===== src/rtl/hex_count_ctrl.sv =====
// Debounced button-driven 4-bit counter (step / free-run / load) feeding the hex 7-seg decoder.
// Optional build macro HEX_COUNT_BCD_MODE_EN restricts the count to 0..9 and saturates loads at 9.

module hex_count_deb #(
  parameter int DEB_CYCLES = 500000
) (
  input  logic clk,
  input  logic rst_n,
  input  logic raw,
  output logic press
);
  localparam int DW = $clog2(DEB_CYCLES);
  localparam logic [DW-1:0] LAST = DW'(DEB_CYCLES - 1);

  logic [1:0]    sync;
  logic [DW-1:0] cnt;
  logic          level, level_q;

  always_ff @(posedge clk) begin
    if (!rst_n) begin
      sync    <= '0;
      cnt     <= '0;
      level   <= 1'b0;
      level_q <= 1'b0;
    end else begin
      sync    <= {sync[0], raw};
      level_q <= level;
      if (sync[1] == level)
        cnt <= '0;
      else if (cnt == LAST) begin
        level <= sync[1];
        cnt   <= '0;
      end else
        cnt <= cnt + 1'b1;
    end
  end

  // One pulse per accepted press; releases are silent.
  assign press = level & ~level_q;
endmodule

module hex_count_ctrl #(
  parameter int DEB_CYCLES = 500000,
  parameter int TICK_DIV   = 50000000
) (
  input  logic       clk,
  input  logic       rst_n,
  input  logic       btn_step,
  input  logic       btn_run,
  input  logic       btn_load,
  input  logic       sw_up,
  input  logic [3:0] sw_val,
  output logic [3:0] count,
  output logic       wrap,
  output logic       running
);
  localparam int NBTN   = 3;
  localparam int B_STEP = 0;
  localparam int B_RUN  = 1;
  localparam int B_LOAD = 2;
  localparam int PW     = $clog2(TICK_DIV);
  localparam logic [PW-1:0] PLAST = PW'(TICK_DIV - 1);
`ifdef HEX_COUNT_BCD_MODE_EN
  localparam logic [3:0] CMAX = 4'd9;
`else
  localparam logic [3:0] CMAX = 4'd15;
`endif

  typedef enum logic {STOP, RUN} state_t;

  logic [NBTN-1:0]  btn_raw, btn_press;
  logic [1:0][4:0]  sw_sync;
  logic             up;
  logic [3:0]       val, load_val;
  logic [4:0]       nxt;
  logic [PW-1:0]    presc;
  state_t           state;

  assign btn_raw = {btn_load, btn_run, btn_step};

  hex_count_deb #(.DEB_CYCLES(DEB_CYCLES)) u_deb [NBTN-1:0] (
    .clk   (clk),
    .rst_n (rst_n),
    .raw   (btn_raw),
    .press (btn_press)
  );

  // Switches are synchronized only; bounce on them is harmless.
  always_ff @(posedge clk) begin
    if (!rst_n) sw_sync <= '0;
    else        sw_sync <= {sw_sync[0], {sw_up, sw_val}};
  end

  assign up  = sw_sync[1][4];
  assign val = sw_sync[1][3:0];

`ifdef HEX_COUNT_BCD_MODE_EN
  assign load_val = (val > CMAX) ? CMAX : val;
`else
  assign load_val = val;
`endif

  function automatic logic [4:0] stepv(input logic [3:0] c, input logic u);
    if (u) return (c == CMAX) ? {1'b1, 4'd0} : {1'b0, c + 4'd1};
    else   return (c == 4'd0) ? {1'b1, CMAX} : {1'b0, c - 4'd1};
  endfunction

  assign nxt = stepv(count, up);

  // Priority: load > run toggle > step/tick; a tick landing with a toggle or load is dropped.
  always_ff @(posedge clk) begin
    if (!rst_n) begin
      state   <= STOP;
      count   <= 4'd0;
      wrap    <= 1'b0;
      running <= 1'b0;
      presc   <= '0;
    end else begin
      wrap <= 1'b0;
      if (btn_press[B_LOAD]) begin
        count <= load_val;
        presc <= '0;
      end
      if (btn_press[B_RUN]) begin
        presc <= '0;
        if (state == STOP) begin
          state   <= RUN;
          running <= 1'b1;
        end else begin
          state   <= STOP;
          running <= 1'b0;
        end
      end else if (!btn_press[B_LOAD]) begin
        case (state)
          STOP: if (btn_press[B_STEP]) {wrap, count} <= nxt;
          RUN: begin
            if (presc == PLAST) begin
              presc         <= '0;
              {wrap, count} <= nxt;
            end else
              presc <= presc + 1'b1;
          end
          default: state <= STOP;
        endcase
      end
    end
  end
endmodule


===== config.mk =====
export PLATFORM = sky130hd
export DESIGN_NAME = hex_count_ctrl
export DESIGN_NICKNAME = d
export VERILOG_FILES = /design/src/rtl/hex_count_ctrl.sv
export SDC_FILE = /design/constraint.sdc
export NUM_CORES = 1
export LEC_CHECK = 0
export CAP_MARGIN = 20
export CORE_MARGIN = 2
export CORE_UTILIZATION = 45
export CTS_CLUSTER_SIZE = 28
export DETAILED_ROUTE_END_ITERATION = 8
export RECOVER_POWER = 50
export SLEW_MARGIN = 20
export SYNTH_ARGS = -nofsm -noshare
export SYNTH_HDL_FRONTEND = slang
export SYNTH_SLANG_ARGS = --single-unit

===== constraint.sdc =====
create_clock -name clk -period 5.1 [get_ports clk]
set_input_delay 1.275 -clock clk [delete_from_list [all_inputs] [get_ports clk]]
set_output_delay 1.275 -clock clk [all_outputs]
set_load 0.01 [all_outputs]

# Word level (Yosys, flattened, before mapping)
# Index checks and enable logic that the tools add are counted.
[classes]
n_addsub = 6
mux = 17
n_reduce_logical = 9
n_eq_ne = 8
bitwise_logic = 11
[ops]
columns = ["operator", "n"]
rows = [
  ["$mux 26", 4],
  ["$add 19x1->19 const B", 3],
  ["$eq 19x19->1 const B", 3],
  ["$add 26x1->26 const B", 1],
  ["$eq 26x26->1 const B", 1],
  ["$mux 4", 5],
  ["$mux 5", 3],
  ["$reduce_or 3->1", 4],
  ["$not 1->1", 8],
  ["$pmux 4 s2", 1],
  ["$reduce_and 2->1", 3],
  ["$add 4x1->4 const B", 1],
  ["$eq 4x4->1 const B", 1],
  ["$logic_not 4->1", 1],
  ["$sub 4x1->4 const B", 1],
  ["$and 1x1->1", 3],
  ["$eq 1x1->1", 3],
  ["$mux 1", 3],
  ["$pmux 1 s2", 1],
  ["$reduce_or 2->1", 1],
]
[word_totals]
output_inout_bits = 6
word_cells = 69
ff_bits = 111
in_bits = 10

# Longest topological paths before layout
[depth]
word_depth = 7
depth_mapped = 8
ltp_nobuf = 7

# By module
# Synthesis repeated with hierarchy kept, for this count alone.
[hier_totals]
hier_cells = 599
hier_area_um2 = 5190.0
[modules_own_cells]
columns = ["mod", "instances", "area_per_inst_um2", "seq_area_each_um2", "cells_per_inst"]
rows = [
  ["hex_count_deb", 3, 1027.2, 460.4, 114],
  ["hex_count_ctrl", 1, 2108.3, 840.8, 257],
]

# Worst setup path before layout
# Ideal clock, no wire load.
[synth_timing]
path_kind = "input to register"
from = "input port rst_n"
to = "register u_deb[1].cnt[13]"
t_arrival_ns = 2.010
n_path_buf = 2
stages = 5
setup_ns = 0.128
t_required_ns = 4.972
slack_ns = 2.963
cell_sequence = "nand2_1 -> or2_1 -> clkbuf_1 -> clkbuf_1 -> nor2_1"
[synth_between]
elab_chain_cells = 2
[synth_rtl]
columns = ["item", "line", "rtl"]
rows = [
  ["start: declaration", "47", "input logic rst_n,"],
  ["$not 1->1 (no line)", "--", ""],
  ["$reduce_or 3->1 (no line)", "--", ""],
  ["end signal: assignment", "34", "cnt <= cnt + 1'b1;"],
  ["end: declaration", "16", "logic [DW-1:0] cnt;"],
]
# Every way passes these cells.
# A chain may end at the register's enable or synchronous reset.

# Worst setup path in the final report
[layout_timing]
from = "input port rst_n"
to = "register presc[11]"
[layout_between]
elab_chain_cells = 2
[layout_rtl]
columns = ["item", "line", "rtl"]
rows = [
  ["$not 1->1 (no line)", "--", ""],
  ["$reduce_or 2->1 (no line)", "--", ""],
  ["end signal: assignment", "141", "presc <= presc + 1'b1;"],
  ["end: declaration", "76", "logic [PW-1:0] presc;"],
]
# Every way passes these cells.

==> results.md <==
- Status: complete, no violations
- Yosys warnings: 0
- Top cell type's share of synthesized area: between 40% and 50%
- Clock slew at reported path FFs: 0.10 ns
- CTS Buffer Depth: 2
- H-Tree Depth: 3
- Root buf cell: clkbuf_8
- Syn_nets: 568
- Post-detailed-route wirelength per cell: 12.0 um
- Post-DRT Antenna Nets: 0
- Post-cts sizing count: 0
- Die X: 108 um
- WS Path Type: input pin to flop
- Worst setup EP type: flop
- R2R Setup Slk: 2.79 ns
- Std-Cell Rows: 37
- Pwr per Cell Area: 259 nW/um^2
- Initial Util: 46.6%
- Post-synth top flop: dfxtp_1
- Clk_lat worst skew: about 0.35 ns
- Reg area: about 2200 um^2
- # IOs: 16
- Post-CTS Setup Inserts: 0
- GRT Residual Overflow: 0
- Final Hold Fails: 0
- R2r startpoint: presc[6]$_SDFF_PP0_
- Vias in the first global route: 3,409
- Post-CTS Hold Fix Bufs: 0
- Final core occ: between 50% and 60%
- Worst slew pin tran: 0.936 ns
- Arrival @ worst endpoint: about 3.3 ns
- Static leakage: 1.73 nW
- Post-synth top cells: dfxtp_1, nor2_1, xor2_1
- Cell variety after synth: 47
- DP Wirelength: about 5.9 mm
- Hold Path Class: flop to flop
- N_diodes: 0
- Clock Power Share: 33.7%
- Seq/Total Area, Yosys: 45.8%
- Top post-synthesis cells by area: dfxtp_1, nor2_1, xor2_1
- Synth Area per Inst: 8.79 um^2
- Max-cap viol count: 0
- Reg2reg end: presc[11]$_SDFF_PP0_
- Cell taking the most area after synthesis: dfxtp_1
- Iter 0 DRT Violations: 80
- Comb power frac: 1.9%
- Synth Register Bits: 111
- P_int: 1.06 mW
- Routability cong.: 0.794
- Total wire length: approximately 8.4 mm
- Critical Path RT: 5.39 ns
- Die H: 108 um
- Finish-stage setup viols: 0
- CP Max Fanout: 20
- CTS tree: done
- End of the worst hold path: load_val[3]$_SDFF_PN0_
- Drt pass-1 iters: 4
- Period Utilization, post-route: between 50% and 60%
- Die area: 11,600 um^2
- Hold depth: 1
- Hold Slack: 0.441 ns
- EDFF count, synth: 0
- Ratio of cells with drive above 1 in the final layout: 3.55%
- R2R depth: 4
- Hold Startpoint: sw_sync[3]$_SDFF_PN0_
- Reg power frac: 64.4%
- Setup repair after global routing missed its margin: false
- NetSw: 0.302 mW
- Final Power: 1.36 mW
- I/O Buffers: 15
- Most frequent cell after synthesis: dfxtp_1
- Max VDD drop: about 150 uV
- Core ar.: 10,400 um^2
- Area growth syn-to-layout: 8.38%
- Largest net degree at the start of global routing: 21
- Nets: 576
- Type of origin of the critical path: input pin
- Multi-input logic area: between 2000 and 2500 um^2
- Max-slew headroom: 37.6%
- Min Tclk post-route: 3.00 ns
- DRC: 0
- Synthesized cell area: 4850 um^2
- Global-route wire length before repair: 15.3 mm
- Setup Skew: roughly 0.009 ns
- Async S/R FF share, synth: 0%
- Max Fclk: 0.334 GHz
- Initial antenna violation count: 0
- Num Clock Sinks: 111
- Count of pins over their slew limit: 0
- Setup tns final: 0 ns
- GRT Util Overall: 16.1%
- CTS buffer count: 9
- Cell count after synthesis: 552
- Via count: around 3,600
- Via density: 5.11
- Switching part of the total: between 20 and 25%
- Fillers: 1,047
## placed cells by master, fill, tap and decap left out, drive strengths merged, types with 9 or more instances in the layout
cell           netlist  layout
inv                 14      16
dfxtp              111     111
nand4               23      23
nor4                 9       9
and3                13      13
nor2               104     104
nand2               35      35
xor2                44      44
nand3               37      37
and2                21      21
clkdlybuf4s50        0      13
clkbuf              17      10
xnor2               35      35
## metal layers
layer	up-vias	global-route usage (%)	wire [um]	part of all wire [%]
li1	1870	-	-	-
met1	1664	21.8	4250	51
met2	35	25.8	3830	46
met3	5	4.18	223	2.7
met4	0	3.85	71	0.85
met5	-	0	0	0
## sequential cells by signal, indices dropped and copies added, names as in the netlist
name and count:
sw_sync 6, wrap 1, presc 26, u_deb.level 3, u_deb.level_q 3, u_deb.cnt 57, u_deb.sync 6, count 4
load_val 4, state 1
## logic make-up (layout without fill, tap and decap cells)
logic type	Yosys count	after routing	share of synthesized area (%)
AND/OR/NAND/NOR	288	288	30.4
flip-flops	111	111	45.8
XOR/XNOR	79	79	14.3
buffers and inverters	33	44	2.66
AO/OA/AOI/OAI	30	30	4.28
adder cells (fa/ha/maj)	6	6	1.55
multiplexers	5	5	1.03
## stage by stage
| step | setup slack, ns | instances | cell area (um^2) |
|---|---|---|---|
| global placement | 2.05 | 685 | 5100 |
| detailed placement | 1.97 | 685 | 5100 |
| CTS | 2.22 | 699 | 5260 |
| floorplan | 2.96 | 552 | 4850 |
| finish | 2.10 | 699 | 5260 |
| global route | 1.79 | 699 | 5260 |
## critical path, cell delays in order
cell and delay, ns:
dlygate4sd3_1 0.86, clkbuf_1 0.43, and3_1 0.30, o21ai_2 0.24
nor2_1 0.17
## power by group through the flow
stage          Sequential (mW)  Clock, mW  Combinational (mW)
2_1_floorplan            0.895          0              0.0169
3_3_place_gp             0.896          0              0.0269
3_5_place_dp             0.896          0              0.0274
4_1_cts                  0.876      0.483              0.0275
5_1_grt                  0.877      0.513              0.0297
6_report                 0.876      0.459              0.0259
## worst max-delay path by stage
stage / start / end / cells past startpoint
after global placement: rst_n / presc[5]$_SDFF_PP0_ / 5
after floorplan: rst_n / u_deb[1].cnt[13]$_SDFF_PP0_ / 5
after detailed placement: rst_n / presc[11]$_SDFF_PP0_ / 5
final: rst_n / presc[11]$_SDFF_PP0_ / 5
after CTS: state$_SDFFE_PN0P_ / running / 1
after global routing: rst_n / presc[13]$_SDFF_PP0_ / 4
## cell type report
type | count | share of cell area [%]
multi-input combinational | 408 | 47.5
sequential | 111 | 42.3
tap | 136 | 3.24
timing repair buffer | 16 | 2.93
clock buffer | 9 | 2.36
inverter | 14 | 1.00
clock inverter | 5 | 0.667
(Power assumes the default switching activity.)
